### src/rtl/op_sequencer_if.sv
// op_sequencer_if: handshake, config and control-output bundle of the op sequencer
interface op_sequencer_if #(
  parameter int ADDR_W = 4,
  parameter int NSTEP  = 4
);
  localparam int SW = NSTEP > 1 ? $clog2(NSTEP) : 1;
  logic              start;
  logic              abort;
  logic [ADDR_W-1:0] word_count;
  logic              cfg_we;
  logic [SW-1:0]     cfg_idx;
  logic [5:0]        cfg_data;
  logic [ADDR_W-1:0] rom_addr;
  logic              load_reg;
  logic              sel_x;
  logic [1:0]        sel_y;
  logic [1:0]        op;
  logic              load_W;
  logic              result_valid;
  logic              busy;
  logic              done;
  logic              err;
  modport master (
    output start, abort, word_count, cfg_we, cfg_idx, cfg_data,
    input  rom_addr, load_reg, sel_x, sel_y, op, load_W, result_valid, busy, done, err
  );
  modport slave (
    input  start, abort, word_count, cfg_we, cfg_idx, cfg_data,
    output rom_addr, load_reg, sel_x, sel_y, op, load_W, result_valid, busy, done, err
  );
endinterface

### src/rtl/op_sequencer.sv
// op_sequencer: walks the program ROM and issues a programmable micro-step sequence per word
module op_sequencer #(
  parameter int ADDR_W = 4,
  parameter int NSTEP  = 4
) (
  input logic          clk,
  input logic          rst,
  op_sequencer_if.slave bus
);
  localparam int SW = NSTEP > 1 ? $clog2(NSTEP) : 1;
  typedef enum logic [1:0] {IDLE, FETCH, EXEC, DONE} state_t;
  state_t            state_q;
  logic [SW-1:0]     step_q;
  logic [ADDR_W-1:0] addr_q;
  logic [ADDR_W-1:0] count_q;
  logic              err_q;
  logic [5:0]        store_q [NSTEP];
  logic [5:0]        ent;
  logic              exec;
  logic              illegal;
  logic              word_end;
  logic              last_word;
  function automatic logic [5:0] dflt(input int i);
    return i == 0 ? 6'h18 : i == 1 ? 6'h02 : i == 2 ? 6'h25 : 6'h00;
  endfunction
  // decode the active control-store entry; step-level outputs only live in EXEC
  always_comb begin
    ent              = store_q[step_q];
    exec             = state_q == EXEC;
    illegal          = ent[3:2] == 2'd3 || ent[1:0] == 2'd3;
    word_end         = ent[5] || step_q == SW'(NSTEP - 1);
    last_word        = addr_q == count_q - 1'b1;
    bus.rom_addr     = addr_q;
    bus.load_reg     = state_q == FETCH;
    bus.sel_x        = exec & ent[4];
    bus.sel_y        = exec ? ent[3:2] : 2'd0;
    bus.op           = exec ? ent[1:0] : 2'd0;
    bus.load_W       = exec & ~illegal;
    bus.result_valid = exec & ~illegal & word_end;
    bus.busy         = state_q == FETCH || state_q == EXEC;
    bus.done         = state_q == DONE;
    bus.err          = err_q | (exec & illegal);
  end
  // sequencer FSM plus control store; abort beats every FETCH/EXEC transition
  always_ff @(posedge clk or posedge rst) begin
    if (rst) begin
      state_q <= IDLE;
      step_q  <= '0;
      addr_q  <= '0;
      count_q <= '0;
      err_q   <= 1'b0;
      for (int i = 0; i < NSTEP; i++) store_q[i] <= dflt(i);
    end else begin
      if (bus.cfg_we && !bus.busy) store_q[bus.cfg_idx] <= bus.cfg_data;
      case (state_q)
        IDLE: if (bus.start) begin
          err_q   <= 1'b0;
          count_q <= bus.word_count;
          addr_q  <= '0;
          state_q <= bus.word_count != '0 ? FETCH : DONE;
        end
        FETCH: begin
          step_q  <= '0;
          state_q <= bus.abort ? IDLE : EXEC;
        end
        EXEC: if (bus.abort) state_q <= IDLE;
        else if (illegal) begin
          err_q   <= 1'b1;
          state_q <= DONE;
        end else if (word_end) begin
          addr_q  <= last_word ? addr_q : addr_q + 1'b1;
          state_q <= last_word ? DONE : FETCH;
        end else step_q <= step_q + 1'b1;
        DONE: state_q <= IDLE;
      endcase
    end
  end
endmodule
### src/flat_wrapper.sv
// flat-port wrapper written by rule: the top's interface ports become plain ports
module op_sequencer_flat 
#(
  parameter int ADDR_W = 4,
  parameter int NSTEP  = 4
)
  (clk, rst, bus_start, bus_abort, bus_word_count, bus_cfg_we, bus_cfg_idx, bus_cfg_data, bus_rom_addr, bus_load_reg, bus_sel_x, bus_sel_y, bus_op, bus_load_W, bus_result_valid, bus_busy, bus_done, bus_err);
  op_sequencer_if #(.ADDR_W(ADDR_W), .NSTEP(NSTEP)) bus_i ();
  input logic clk;
  input logic rst;
  input wire logic [$bits(bus_i.start)-1:0] bus_start;
  input wire logic [$bits(bus_i.abort)-1:0] bus_abort;
  input wire logic [$bits(bus_i.word_count)-1:0] bus_word_count;
  input wire logic [$bits(bus_i.cfg_we)-1:0] bus_cfg_we;
  input wire logic [$bits(bus_i.cfg_idx)-1:0] bus_cfg_idx;
  input wire logic [$bits(bus_i.cfg_data)-1:0] bus_cfg_data;
  output wire logic [$bits(bus_i.rom_addr)-1:0] bus_rom_addr;
  output wire logic [$bits(bus_i.load_reg)-1:0] bus_load_reg;
  output wire logic [$bits(bus_i.sel_x)-1:0] bus_sel_x;
  output wire logic [$bits(bus_i.sel_y)-1:0] bus_sel_y;
  output wire logic [$bits(bus_i.op)-1:0] bus_op;
  output wire logic [$bits(bus_i.load_W)-1:0] bus_load_W;
  output wire logic [$bits(bus_i.result_valid)-1:0] bus_result_valid;
  output wire logic [$bits(bus_i.busy)-1:0] bus_busy;
  output wire logic [$bits(bus_i.done)-1:0] bus_done;
  output wire logic [$bits(bus_i.err)-1:0] bus_err;
  assign bus_i.start = bus_start;
  assign bus_i.abort = bus_abort;
  assign bus_i.word_count = bus_word_count;
  assign bus_i.cfg_we = bus_cfg_we;
  assign bus_i.cfg_idx = bus_cfg_idx;
  assign bus_i.cfg_data = bus_cfg_data;
  assign bus_rom_addr = bus_i.rom_addr;
  assign bus_load_reg = bus_i.load_reg;
  assign bus_sel_x = bus_i.sel_x;
  assign bus_sel_y = bus_i.sel_y;
  assign bus_op = bus_i.op;
  assign bus_load_W = bus_i.load_W;
  assign bus_result_valid = bus_i.result_valid;
  assign bus_busy = bus_i.busy;
  assign bus_done = bus_i.done;
  assign bus_err = bus_i.err;
  op_sequencer #(.ADDR_W(ADDR_W), .NSTEP(NSTEP)) u_core (.clk(clk), .rst(rst), .bus(bus_i));
endmodule
### config.mk
export PLATFORM = sky130hd
export DESIGN_NAME = op_sequencer_flat
export DESIGN_NICKNAME = d
export VERILOG_FILES = /design/src/rtl/op_sequencer_if.sv /design/src/rtl/op_sequencer.sv /design/src/flat_wrapper.sv
export SDC_FILE = /design/constraint.sdc
export NUM_CORES = 1
export LEC_CHECK = 0
export ABC_AREA = 1
export BUFFER_PORTS_ARGS = -buffer_cell sky130_fd_sc_hd__buf_2
export CAP_MARGIN = 10
export CORE_MARGIN = 4
export CORE_UTILIZATION = 60
export DETAILED_ROUTE_END_ITERATION = 16
export PLACE_DENSITY_LB_ADDON = 0.15
export SLEW_MARGIN = 20
export SYNTH_ARGS = -nofsm -noshare
export SYNTH_HDL_FRONTEND = slang
export SYNTH_SLANG_ARGS = --single-unit
export TNS_END_PERCENT = 20
### constraint.sdc
create_clock -name clk -period 2.9 [get_ports clk]
set_input_delay 0.87 -clock clk [delete_from_list [all_inputs] [get_ports clk]]
set_output_delay 0.87 -clock clk [all_outputs]
set_load 0.01 [all_outputs]
==> results of run 1 <==
[registers in the layout, summed over array words and instances (netlist names)]
signal,flops
u_core.bus.rom_addr,4
u_core.count_q,4
u_core.err_q,1
u_core.state_q,2
u_core.step_q,2
u_core.store_q,24
[cells by family (layout without fill, tap and decap cells)]
logic type | count (synthesis) | in the layout
and+or+nand+nor | 133 | 133
AOI/OAI and AO/OA | 46 | 46
adders and majority gates | 7 | 7
xor gates and xnor gates | 3 | 3
DFF | 37 | 37
buffers and inverters | 55 | 90
[metal layers]
metal / GRT usage / wire length [um] / share of wire / vias to the layer above
li1: - / - / - / 945
met1: 0.263 / 1960 / 0.45 / 851
met2: 0.366 / 2100 / 0.48 / 46
met3: 0.0641 / 222 / 0.051 / 7
met4: 0.0759 / 70 / 0.016 / 0
met5: 0 / 0 / 0 / -
[synthesized netlist by cell type]
cell       n  area, um^2
nand2_4    1        11.3
nand3_1   24         120
a21oi_2    1        8.76
dfstp_2    6         158
nand2_1   78         293
buf_2      1        5.00
nand3b_1   1        7.51
o21bai_2   1        11.3
o21ai_0   29         145
nand4_1    1        6.26
o21a_1     1        7.51
buf_6      2        22.5
dfrtp_1   31         776
o22ai_1    1        6.26
xor2_1     1        8.76
clkbuf_1   5        18.8
a21oi_4    1        16.3
inv_2      2        7.51
inv_1     45         169
ha_1       7        87.6
o21ai_1    1        5.00
nor3b_1    1        7.51
o21ai_2    1        8.76
nand2_2    6        37.5
nor2_1    20        75.1
a21oi_1   10        50.1
xnor2_1    2        17.5
nor4_1     1        6.26
[how the worst min path moves through the flow]
stage                                     end  cells past startpoint
4_1_cts         u_core.store_q[2]$_DFFE_PP0P_                      2
6_report       u_core.store_q[20]$_DFFE_PP0P_                      2
3_3_place_gp   u_core.store_q[19]$_DFFE_PP0P_                      2
2_1_floorplan  u_core.store_q[16]$_DFFE_PP0P_                      2
5_1_grt        u_core.store_q[13]$_DFFE_PP1P_                      2
3_5_place_dp    u_core.store_q[2]$_DFFE_PP0P_                      2
[cell type report]
type	instances	area (um^2)	share of cell area
clock buffer	6	41.3	0.0175
clock inverter	2	10.0	0.00425
tap	46	57.6	0.0244
multi-input combinational	189	937	0.398
inverter	47	179	0.0759
sequential	37	935	0.396
timing repair buffer	35	198	0.0839
[critical path: cells and delay by family, from the launching register on]
family / cells / cell delay [ns]
and+or+nand+nor: 6 / 0.64
DFF: 1 / 0.52
buffers and inverters: 2 / 0.33
[what timing repair did]
item	in CTS	in global routing
endpoints found under the setup margin	0	4
gates resized for setup	0	2
buffers inserted	0	2
[through the flow]
stage	power [mW]	hold WS, ns	instance area, um^2
global route	2.78	0.511	2360
floorplan	1.93	0.448	2090
global placement	2.18	0.467	2270
finish	2.52	0.496	2360
CTS	2.49	0.499	2330
detailed placement	2.22	0.474	2270
[placed cells by master, fill, tap and decap left out, drive strengths merged, types with 2 or more instances in the layout]
cell type	Yosys	final
nand2	85	85
inv	47	47
buf	3	35
dfrtp	31	31
o21ai	31	31
nand3	24	24
nor2	20	20
a21oi	12	12
ha	7	7
dfstp	6	6
clkbuf	5	6
xnor2	2	2
clkinv	0	2
[where the power goes]
group / switching [mW] / internal, mW
registers: 0.181 / 0.782
clock network: 0.170 / 0.0923
logic: 0.799 / 0.492
==> results.toml, run 1 <==
[clock_tree]
cts_sinks = 37
clk_latency_ns = 0.35
htree_num_levels = 2
clk_pin_slew_ns = 0.12
cts_buffers = 5
cts_tree = "yes"
holdBufCountCts = 0
clock_path_buffers = 2
cts_root_buffer = "clkbuf_4"

[timing]
fmax_ghz = 0.366
finalSetupTns_ns = 0
timing.final.max_slew_violations = 0
final.setup.worst_slack_ns = 0.166
post-route-min-period_ns = 2.73
finalHoldViolCount = 0
finalClockSkew_ns = 0.0161
setup_viol = 0
relSlewSlack = 0.682
rsz0062_at_grt = "false"
fin_crit_sh = 0.943
worst_pin_slew_ns = 0.477

[critical_path]
crit_required_ns = 2.03
cp-startpoint = "u_core.step_q[0]$_DFFE_PP0P_"
reg2reg_depth = 5
start_kind = "flip-flop"
end_kind = "output port"
crit_end = "bus_result_valid"
path_cells = "inv_4 -> nand2_1 -> nand3_1 -> nand2_1 -> nand2_2 -> nand2_4 -> nor3b_1 -> buf_2"
r2r-end = "u_core.store_q[13]$_DFFE_PP1P_"
worst-setup-path-type = "reg2out"
r2r_start = "u_core.state_q[0]$_DFFE_PP0P_"
path_common_cell = "nand2_1"
r2r_slack_ns = 1.08
slowest_delay_ns = 0.52
arrival_ns = 1.86
crit_fanout = 12
cpMaxStageDelayCell = "dfrtp_2"

[finish]
fin_util = 0.701
nFillCells = 311
n_antenna_cell = 0
nNetsFinal = 339
drive_gt1_frac = 0.196
final_cells = 362
area_delta_synth_final_pct = 12.6

[yosys]
synthAdderAreaFrac = 0.0418
syn_inst = 281
ys_ff_latch = 37
synth_cell_types = 28
syn_area_um2 = 2090
synth_top_family_by_area = "simple AND/OR/NAND/NOR gates"
synthMuxAreaShare = 0
yosysWarnings = 0
synth_compound_area_frac = 0.124
seq_area_frac_synth = 0.446
synth-simple-area-share = 0.270
synthXorXnorAreaFrac = 0.0126
syn_nets = 305
syn_avg_cell_area_um2 = 7.45

[min_path]
hold_path.class = "reg2reg"
hp-start = "u_core.store_q[20]$_DFFE_PP0P_"

[die]
die_h_um = 67.1
core_um2 = 3360
die_x_um = 67.1
dieArea_um2 = 4500
rows = 21
start_util = 0.622
ioPinCount = 32

[grt]
antenna_found_initial = 0
gr-total-overflow = 0
grt_max_degree = 38
grt_pass1_vias = 1690
grt_usage = 0.218
grt_pass1_wl_mm = 7.29

[placed_design]
post-place-ws_ns = 0.425
place_inst = 352
gp_congestion = 0.782
hpwl_mm = 3.11
port_buffers = 31

[power]
p_leak_nw = 1.30
powerDensity_nw_per_um2 = 1070
ir_drop_mv = 0.615

[drt]
initialDrtViolationCount = 88
vias = 1849
remaining_drc_errors = 0
viasPerCell = 5.11
ant_nets = 0
drt_first_pass_iters = 4
routed_wl_mm = 4.35
routedWlPerCell_um = 12.0

[run_status]
status = "complete, no violations"

[run]
drv_cap = 0
Note: power is estimated with default switching activity, not from simulation.
==> run 2, diff against run 1 <==
--- a/config.mk
+++ b/config.mk
@@ -9,7 +9,7 @@
 export BUFFER_PORTS_ARGS = -buffer_cell sky130_fd_sc_hd__buf_2
 export CAP_MARGIN = 10
 export CORE_MARGIN = 4
-export CORE_UTILIZATION = 60
+export CORE_UTILIZATION = 30
 export DETAILED_ROUTE_END_ITERATION = 16
 export PLACE_DENSITY_LB_ADDON = 0.15
 export SLEW_MARGIN = 20
==> results.toml, run 2 (synthesis gave the netlist of run 1 again) <==
[finish]
area_delta_synth_final_pct = 18.4
n_antenna_cell = 0
largest_reg_flops = 24
final_cells = 410
multi_input_area_um2 = 937
fin_util = 0.365
nFillCells = 723
nNetsFinal = 337
top_register = "u_core.store_q"
postLayoutCellArea_um2 = 2480
layout_commonest_cell = "nand2_1"
final_cell_mix = "78 x nand2_1, 45 x inv_1, 31 x buf_2, 30 x dfrtp_1, 29 x o21ai_0"
seqCellArea_um2 = 935
drive_gt1_frac = 0.194

[grt]
grt_usage = 0.124
antenna_found_initial = 0
grt_max_degree = 38
gr-total-overflow = 0
grt_pass1_vias = 1858
grt_pass1_wl_mm = 8.42

[critical_path]
start_kind = "flip-flop"
r2r-end = "u_core.store_q[2]$_DFFE_PP0P_"
r2r_start = "u_core.state_q[1]$_DFFE_PP0P_"
crit_required_ns = 2.03
reg2reg_depth = 5
worst-setup-path-type = "reg2out"
slowest_delay_ns = 0.53
r2r_slack_ns = 1.07
crit_fanout = 16
path_cells = "inv_4 -> nand2_1 -> nand3_1 -> nand2_1 -> nand2_2 -> nand2_4 -> nor3b_1 -> buf_2"
path_common_cell = "nand2_1"
cpMaxStageDelayCell = "dfrtp_2"
arrival_ns = 1.79
end_kind = "output port"

[power]
powerDensity_nw_per_um2 = 1110
ir_drop_mv = 0.387
p_leak_nw = 1.32

[timing]
post-route-min-period_ns = 2.66
timing.final.max_slew_violations = 0
rsz0062_at_grt = "false"
relSlewSlack = 0.675
fin_crit_sh = 0.916
fmax_ghz = 0.377
finalClockSkew_ns = 0.0120
finalSetupTns_ns = 0
worst_pin_slew_ns = 0.487
fin_hold_ws_ns = 0.490
setup_viol = 0
finalHoldViolCount = 0

[clock_tree]
cts_buffers = 5
clock_path_buffers = 2
cts_root_buffer = "clkbuf_8"
htree_num_levels = 2
clk_pin_slew_ns = 0.09
holdBufCountCts = 0
cts_sinks = 37
clk_latency_ns = 0.29
cts_tree = "yes"

[drt]
routed_wl_mm = 4.77
vias = 1781
routedWlPerCell_um = 11.6
initialDrtViolationCount = 37
drt_first_pass_iters = 4
ant_nets = 0
viasPerCell = 4.34
remaining_drc_errors = 0

[min_path]
hp-start = "u_core.store_q[15]$_DFFE_PP0P_"
holdPathStages = 2
hold_path.class = "reg2reg"
min_to = "u_core.store_q[15]$_DFFE_PP0P_"

[die]
start_util = 0.308
rows = 30
die_h_um = 91.5
ioPinCount = 32
core_um2 = 6790
die_x_um = 91.5
dieArea_um2 = 8380

[placed_design]
dpl_cell_area_um2 = 2340
port_buffers = 31
hpwl_mm = 3.51
gp_congestion = 0.721
place_inst = 402

[run_status]
status = "complete, no violations"

[run]
drv_cap = 0
## run 2: cell types whose count changed in the layout (fill, tap and decap cells not counted), sizes merged
cell / previous run / this run
buf: 35 / 33
bufinv: 0 / 2
clkbuf: 6 / 5
clkinv: 2 / 0
inv: 47 / 48
## run 2: area by class of cell
class	instances	share of cell area
clock buffers	5	0.0278
repair buffers	33	0.0687
flip-flops and latches	37	0.377
multi-input cells	189	0.378
inverters	47	0.0722
clock inverters	3	0.0278
well taps	96	0.0485
## run 2: critical path: cells and delay by family, from the launching register on
kind,cells,cell delay (ns)
AND/OR/NAND/NOR,6,0.62
flip-flops,1,0.53
buffers and inverters,2,0.33
## run 2: power breakdown
group / total [mW] / internal (mW) / switching (mW)
logic: 1.24 / 0.462 / 0.776
registers: 0.972 / 0.783 / 0.189
clock network: 0.549 / 0.346 / 0.203
total: 2.76 / 1.59 / 1.17
## run 2: layer usage
layer / vias up / track usage / share of wire / routed length [um]
li1: 944 / - / - / -
met3: 5 / 0.0290 / 0.037 / 178
met1: 806 / 0.156 / 0.49 / 2340
met4: 0 / 0.0339 / 0.0090 / 43
met5: - / 0 / 0 / 0
met2: 26 / 0.211 / 0.46 / 2210
## run 2: worst max-delay path by stage
stage	depth (start not counted)	from	slack (ns)	endpoint
floorplan	6	u_core.state_q[0]$_DFFE_PP0P_	0.60	bus_result_valid
global placement	8	u_core.step_q[0]$_DFFE_PP0P_	0.43	bus_result_valid
detailed placement	8	u_core.step_q[0]$_DFFE_PP0P_	0.35	bus_result_valid
CTS	8	u_core.step_q[0]$_DFFE_PP0P_	0.002	bus_result_valid
global route	8	u_core.step_q[0]$_DFFE_PP0P_	0.01	bus_result_valid
finish	8	u_core.step_q[0]$_DFFE_PP0P_	0.24	bus_result_valid
## run 2: timing repair
action	CTS	global route
gates resized for setup	0	2
endpoints found under the setup margin	0	3
buffers inserted	0	0
## run 2: metrics by stage
| stage | power, mW | setup slack (ns) |
|---|---|---|
| after floorplan | 1.93 | 0.596 |
| after detailed placement | 2.24 | 0.352 |
| after CTS | 2.80 | 0.00181 |
| after global placement | 2.22 | 0.429 |
| after global routing | 3.06 | 0.0131 |
| final | 2.76 | 0.244 |
